<file path="src/rtl/tp_mul_pipe_us.sv">
// Pipelined unsigned x signed multiplier with shift, saturation, tag
// sideband and a valid/ready handshake that stalls the whole pipe.
module tp_mul_pipe_us #(
    parameter int A_W    = 16,
    parameter int B_W    = 16,
    parameter int P_W    = 30,
    parameter int STAGES = 3,
    parameter int SHIFT  = 0,
    parameter int SAT    = 1,
    parameter int TAG_W  = 8
) (
    input  logic             ap_clk,
    input  logic             ap_rst_n,
    input  logic             in_valid,
    output logic             in_ready,
    input  logic [A_W-1:0]   din0,
    input  logic [B_W-1:0]   din1,
    input  logic [TAG_W-1:0] in_tag,
    output logic             out_valid,
    input  logic             out_ready,
    output logic [P_W-1:0]   dout,
    output logic [TAG_W-1:0] out_tag,
    output logic             out_ovf
);

    localparam int FW = A_W + B_W + 1;
    localparam int XW = (FW > P_W) ? FW : P_W;
    localparam logic signed [XW-1:0] PMAX =
        {{(XW-P_W+1){1'b0}}, {(P_W-1){1'b1}}};
    localparam logic signed [XW-1:0] PMIN =
        {{(XW-P_W+1){1'b1}}, {(P_W-1){1'b0}}};

    logic                    w_adv;
    logic signed [FW-1:0]    w_full;
    logic signed [FW-1:0]    w_fin;
    logic signed [FW-1:0]    w_sh;
    logic signed [XW-1:0]    w_shx;
    logic                    w_fin_v;
    logic [TAG_W-1:0]        w_fin_tag;
    logic                    w_ovf;
    logic [P_W-1:0]          w_nar;

    logic                    r_out_v;
    logic [P_W-1:0]          r_dout;
    logic [TAG_W-1:0]        r_tag;
    logic                    r_ovf;

    assign w_adv    = ~r_out_v | out_ready;
    assign in_ready = w_adv;

    assign w_full = FW'($signed({1'b0, din0})) * FW'($signed(din1));

    generate
        if (STAGES == 1) begin : g_s1
            assign w_fin     = w_full;
            assign w_fin_v   = in_valid;
            assign w_fin_tag = in_tag;
        end else begin : g_sn
            for (genvar i = 0; i < STAGES - 1; i++) begin : g_st
                logic                 r_v;
                logic signed [FW-1:0] r_p;
                logic [TAG_W-1:0]     r_t;
                logic                 w_v_in;
                logic signed [FW-1:0] w_p_in;
                logic [TAG_W-1:0]     w_t_in;

                if (i == 0) begin : g_src
                    assign w_v_in = in_valid;
                    assign w_p_in = w_full;
                    assign w_t_in = in_tag;
                end else begin : g_src
                    assign w_v_in = g_st[i-1].r_v;
                    assign w_p_in = g_st[i-1].r_p;
                    assign w_t_in = g_st[i-1].r_t;
                end

                always_ff @(posedge ap_clk or negedge ap_rst_n) begin
                    if (!ap_rst_n) begin
                        r_v <= 1'b0;
                        r_p <= '0;
                        r_t <= '0;
                    end else if (w_adv) begin
                        r_v <= w_v_in;
                        r_p <= w_p_in;
                        r_t <= w_t_in;
                    end
                end
            end
            assign w_fin     = g_st[STAGES-2].r_p;
            assign w_fin_v   = g_st[STAGES-2].r_v;
            assign w_fin_tag = g_st[STAGES-2].r_t;
        end
    endgenerate

    // Floor shift on the exact product, then range check in a width
    // wide enough to hold both the product and the result bounds.
    assign w_sh  = w_fin >>> SHIFT;
    assign w_shx = XW'(w_sh);
    assign w_ovf = (w_shx > PMAX) || (w_shx < PMIN);

    always_comb begin
        w_nar = w_shx[P_W-1:0];
        if (SAT != 0 && w_ovf) begin
            w_nar = w_shx[XW-1] ? PMIN[P_W-1:0] : PMAX[P_W-1:0];
        end
    end

    always_ff @(posedge ap_clk or negedge ap_rst_n) begin
        if (!ap_rst_n) begin
            r_out_v <= 1'b0;
            r_dout  <= '0;
            r_tag   <= '0;
            r_ovf   <= 1'b0;
        end else if (w_adv) begin
            r_out_v <= w_fin_v;
            r_dout  <= w_nar;
            r_tag   <= w_fin_tag;
            r_ovf   <= w_ovf;
        end
    end

    assign out_valid = r_out_v;
    assign dout      = r_dout;
    assign out_tag   = r_tag;
    assign out_ovf   = r_ovf;

endmodule
</file>
<file path="config.mk">
export PLATFORM = sky130hd
export DESIGN_NAME = tp_mul_pipe_us
export DESIGN_NICKNAME = d
export VERILOG_FILES = /design/src/rtl/tp_mul_pipe_us.sv
export SDC_FILE = /design/constraint.sdc
export NUM_CORES = 1
export LEC_CHECK = 0
export CAP_MARGIN = 40
export CORE_ASPECT_RATIO = 1.2
export CORE_MARGIN = 4
export CORE_UTILIZATION = 55
export CTS_CLUSTER_SIZE = 20
export DETAILED_ROUTE_END_ITERATION = 16
export PLACE_DENSITY = 0.79
export SYNTH_ARGS = -nofsm -noshare
export SYNTH_HDL_FRONTEND = slang
export SYNTH_SLANG_ARGS = --single-unit
</file>
<file path="constraint.sdc">
create_clock -name ap_clk -period 4 [get_ports ap_clk]
set_input_delay 0.8 -clock ap_clk [delete_from_list [all_inputs] [get_ports ap_clk]]
set_output_delay 0.8 -clock ap_clk [all_outputs]
set_load 0.01 [all_outputs]
</file>
Yosys cells after proc, flatten, opt, wreduce, memory -nomap -nowiden
Index checks and enable logic that the tools add are counted.

storage, ports and cells
  flip-flop bits (word level) = 124
  input bits = 44
  output and inout bits = 41
  word-level logic and storage cells = 18

cells by class
  multipliers = 1
  $lt $le $gt $ge = 2
  multiplexer cells = 2
  bitwise gates (word level) = 2
  reduce and logical (&&, ||, !) cells = 1

operators with widths
  cell                                                             number
  two-way mux 30 bit                                               2
  greater-than comparator 33 x 30 -> 1 bit, second input constant  1
  < comparator 33 x 30 -> 1 bit, second input constant             1
  multiplier 17 x 16 -> 33 bit                                     1
  logical OR 1 bit                                                 1
  NOT 1 bit                                                        1
  OR 1 bit                                                         1

Logic depth before layout (Yosys ltp)
  depth in word-level cells = 3
  gate-level depth with buffers = 23
  gate-level depth less buffers = 21

Worst setup path after synthesis
OpenSTA, ideal clock, no wires.

  kind = input to register
  start = input din1[1]
  end = register g_sn.g_st[0].r_p[29]
  setup time = 131 ps
  data arrival time = 5,984 ps
  data required time = 3,869 ps
  slack = -2,115 ps
  stages = 19
  path buffers = 1
  cell sequence = clkbuf_1 nand2_1 fa_1 fa_1 inv_1 fa_1 inv_1 fa_1 fa_1 fa_1 inv_1 ha_1 a21oi_1 nand2_2 o2111ai_2 o41ai_2 nand3_1 and3_1 or3_1

between the ends
  word-level cells in the longest chain between the ends = 1

RTL lines
  element                       line  text
  from (decl)                   17    input logic [B_W-1:0] din1,
  multiplier 17 x 16 -> 33 bit  51    assign w_full = FW'($signed({1'b0, din0})) * FW'($signed(din1));
  to (signal assigned)          84    r_p <= w_p_in;
  to (decl)                     61    logic signed [FW-1:0] r_p;

Every way passes these cells.
A chain may end at the register's enable or synchronous reset.

Worst setup path in the final report
  start = input din1[5]
  end = register g_sn.g_st[0].r_p[29]

Same word-level chain as after synthesis.

==> impl_metrics.env <==
export IMPL_critical_path_class="in2reg"
export IMPL_finalSetupViolCount=27
export IMPL_worstPathMaxFanout=4
export IMPL_rows=62
export IMPL_synth_distinct_cells=54
export IMPL_synth_flop_cell="dfrtp_1"
export IMPL_htree_num_levels=4
export IMPL_drive_gt1_share_pct=27.5
export IMPL_synthArstFlopShare_pct=100
export IMPL_synth_cell_area_mm2=0.0136
export IMPL_synth_edf_count=0
export IMPL_die_area_mm2=0.0273
export IMPL_routed_wl_um=41600
export IMPL_slew_headroom_pct=49.2
export IMPL_synth_cells=1548
export IMPL_crit_top_cell="fa_1"
export IMPL_die_h_um=180
export IMPL_dp_hpwl_um=25100
export IMPL_synthesis_nets=1908
export IMPL_stdcell_area_mm2=0.0183
export IMPL_fin_util_pct=76.0
export IMPL_fin_cells=2155
export IMPL_track_usage_pct=26.7
export IMPL_first_iter_violations=992
export IMPL_port_buffers=84
export IMPL_firstDrtPassIters=5
export IMPL_avgViaCountPerCell=5.64
export IMPL_nets=2183
export IMPL_mostFrequentLayoutCell="nand2_1"
export IMPL_start_util_pct=56.3
export IMPL_required_ns=4.27
export IMPL_status="finished with violations"
export IMPL_hold_viol=0
export IMPL_hold_path_class="in2async"
export IMPL_die_w_um=151
export IMPL_pre_cts_ws_ns=-2.63
export IMPL_cts_sinks=124
export IMPL_slew_violations=0
export IMPL_drv_cap=0
export IMPL_crit_path_top_delay_cell="fa_1"
export IMPL_cp_buffers_inverters=7
export IMPL_insertion_delay_ns=0.41
export IMPL_cp_arrival_ns=6.29
export IMPL_finClkSkew_ns=0.00749
export IMPL_placed_area_mm2=0.0162
export IMPL_tritoncts="built"
export IMPL_fin_ws_ns=-2.02
export IMPL_cts_root_buf="clkbuf_16"
export IMPL_fmax_mhz=166
export IMPL_rsz0062_at_grt="yes"
export IMPL_clk_pin_slew_ns=0.05
export IMPL_wl_per_cell_um=19.3
export IMPL_grt_pass1_wl_um=58700
export IMPL_clk_path_buf_depth=2
export IMPL_ant_nets=0
export IMPL_crit_chain="buf_8 -> buf_2 -> buf_4 -> nand2_1 -> fa_1 -> fa_1 -> inv_1 -> fa_1 -> inv_1 -> fa_1 -> fa_2 -> fa_1 -> inv_2 -> ha_4 -> a221oi_4 -> o21ai_2 -> a211oi_2 -> o41ai_2 -> nand3_1 -> buf_4 -> a21oi_2 -> or3_1"
export IMPL_vias=12200
export IMPL_worst_setup_path_end_kind="register"
export IMPL_crit_family="adder cells"
export IMPL_tightest_slew_ns=0.762
export IMPL_area_growth_pct=35.1
export IMPL_dp_cells=2054
export IMPL_seq_area_frac_synth_pct=22.9
export IMPL_layout_min_cycle_time_ns=6.02
export IMPL_n_antenna_cell=0
export IMPL_ios=85
export IMPL_core_area_mm2=0.0241
export IMPL_startpoint_type="primary input"
export IMPL_yosysWarnings=0
export IMPL_antenna_found_initial=0
export IMPL_avgSynthCellArea_um2=8.77
export IMPL_final_cell_mix="nand2_1, inv_1, fa_1"
export IMPL_drc=0
export IMPL_max_stage_delay_ns=0.59
export IMPL_grt_pass1_vias=12500
export IMPL_synth_seq_cells=124
export IMPL_timing_final_crit_share_pct=151
export IMPL_cts_made_buffers=17
export IMPL_r2r_slack_ns=2.08
export IMPL_grt_overflow_total=0
export IMPL_place_gp_congestion=0.910
export IMPL_grt_max_degree=127
export IMPL_violations="negative setup slack"
[per-layer routing]
layer,vias up,part of all wire (%),track usage [%]
li1,5270,-,-
met1,5936,35,31.5
met2,682,52,47.3
met3,265,6.2,3.62
met4,0,7.4,12.8
met5,-,0,0
[metrics by stage]
stage | TNS (ns) | hold WS (ns)
after floorplan | -33.40 | 0.430
after global placement | -58.94 | 0.443
after global routing | -44.46 | 0.237
after CTS | -38.40 | 0.230
after detailed placement | -61.46 | 0.451
final | -41.81 | 0.235
[worst paths after layout]
path,from,end,depth (start not counted)
max,din1[5],g_sn.g_st[0].r_p[29],22
min,ap_rst_n,g_sn.g_st[1].r_p[32],1
max reg2reg,out_valid,g_sn.g_st[0].r_p[30],6
min reg2reg,g_sn.g_st[1].r_p[27],g_sn.g_st[1].r_p[27],2
max in group asynchronous,ap_rst_n,g_sn.g_st[0].r_p[19],3
min in group ap_clk,g_sn.g_st[1].r_p[27],g_sn.g_st[1].r_p[27],2
[state kept, by name, summed over array words and instances (netlist names)]
| signal | flops |
|---|---|
| out_ovf | 1 |
| g_sn.g_st.r_p | 66 |
| dout | 30 |
| g_sn.g_st.r_t | 16 |
| out_tag | 8 |
| out_valid | 1 |
| g_sn.g_st.r_v | 2 |
[cell usage after synthesis (3+ instances only)]
cell type | instances | area (um2)
nor3_1 | 5 | 25.0
nand2_1 | 413 | 1550
o21a_1 | 5 | 37.5
nand4_1 | 5 | 31.3
a21oi_1 | 39 | 195
inv_1 | 248 | 931
xor2_1 | 11 | 96.3
and2_1 | 114 | 713
ha_1 | 122 | 1530
o21bai_1 | 4 | 30.0
buf_4 | 4 | 30.0
a31oi_1 | 4 | 25.0
and3_1 | 4 | 25.0
o21ai_1 | 7 | 35.0
nor2b_1 | 3 | 18.8
mux2i_1 | 3 | 30.0
nor2_1 | 41 | 154
dfrtp_1 | 124 | 3100
clkbuf_1 | 61 | 229
nand3_1 | 9 | 45.0
a21o_1 | 8 | 60.1
buf_1 | 3 | 11.3
fa_1 | 194 | 3880
o211ai_1 | 8 | 60.1
o21ai_0 | 48 | 240
xnor2_1 | 14 | 123
nand2b_1 | 11 | 68.8
[layout make-up]
| type | instances | area, um2 |
|---|---|---|
| inverters | 250 | 947 |
| well taps | 320 | 400 |
| flip-flops and latches | 124 | 3100 |
| repair buffers | 326 | 3000 |
| fillers | 1403 | 5790 |
| clock inverters | 7 | 110 |
| clock buffers | 24 | 502 |
| multi-input cells | 1104 | 10300 |
[logic make-up (layout without fill, tap and decap cells)]
family	count (synthesis)	after routing	synth area share, %
AND/OR/NAND/NOR	614	614	19.9
buffers and inverters	320	607	8.98
adder cells (fa/ha/maj)	316	316	39.8
AO/OA/AOI/OAI	146	146	6.64
flip-flops	124	124	22.9
XOR/XNOR	25	25	1.61
multiplexers	3	3	0.221
[what timing repair did]
item,in CTS,in global routing
gates cloned,3,0
resized for setup,258,156
hold buffers,0,0
endpoints found under the setup margin,28,27
pin swaps,82,132
setup buffers,51,32
endpoints found under the hold margin,0,0
Power is not shown: default switching activity piles up to over one toggle a cycle in this logic, so the estimate is an artifact.
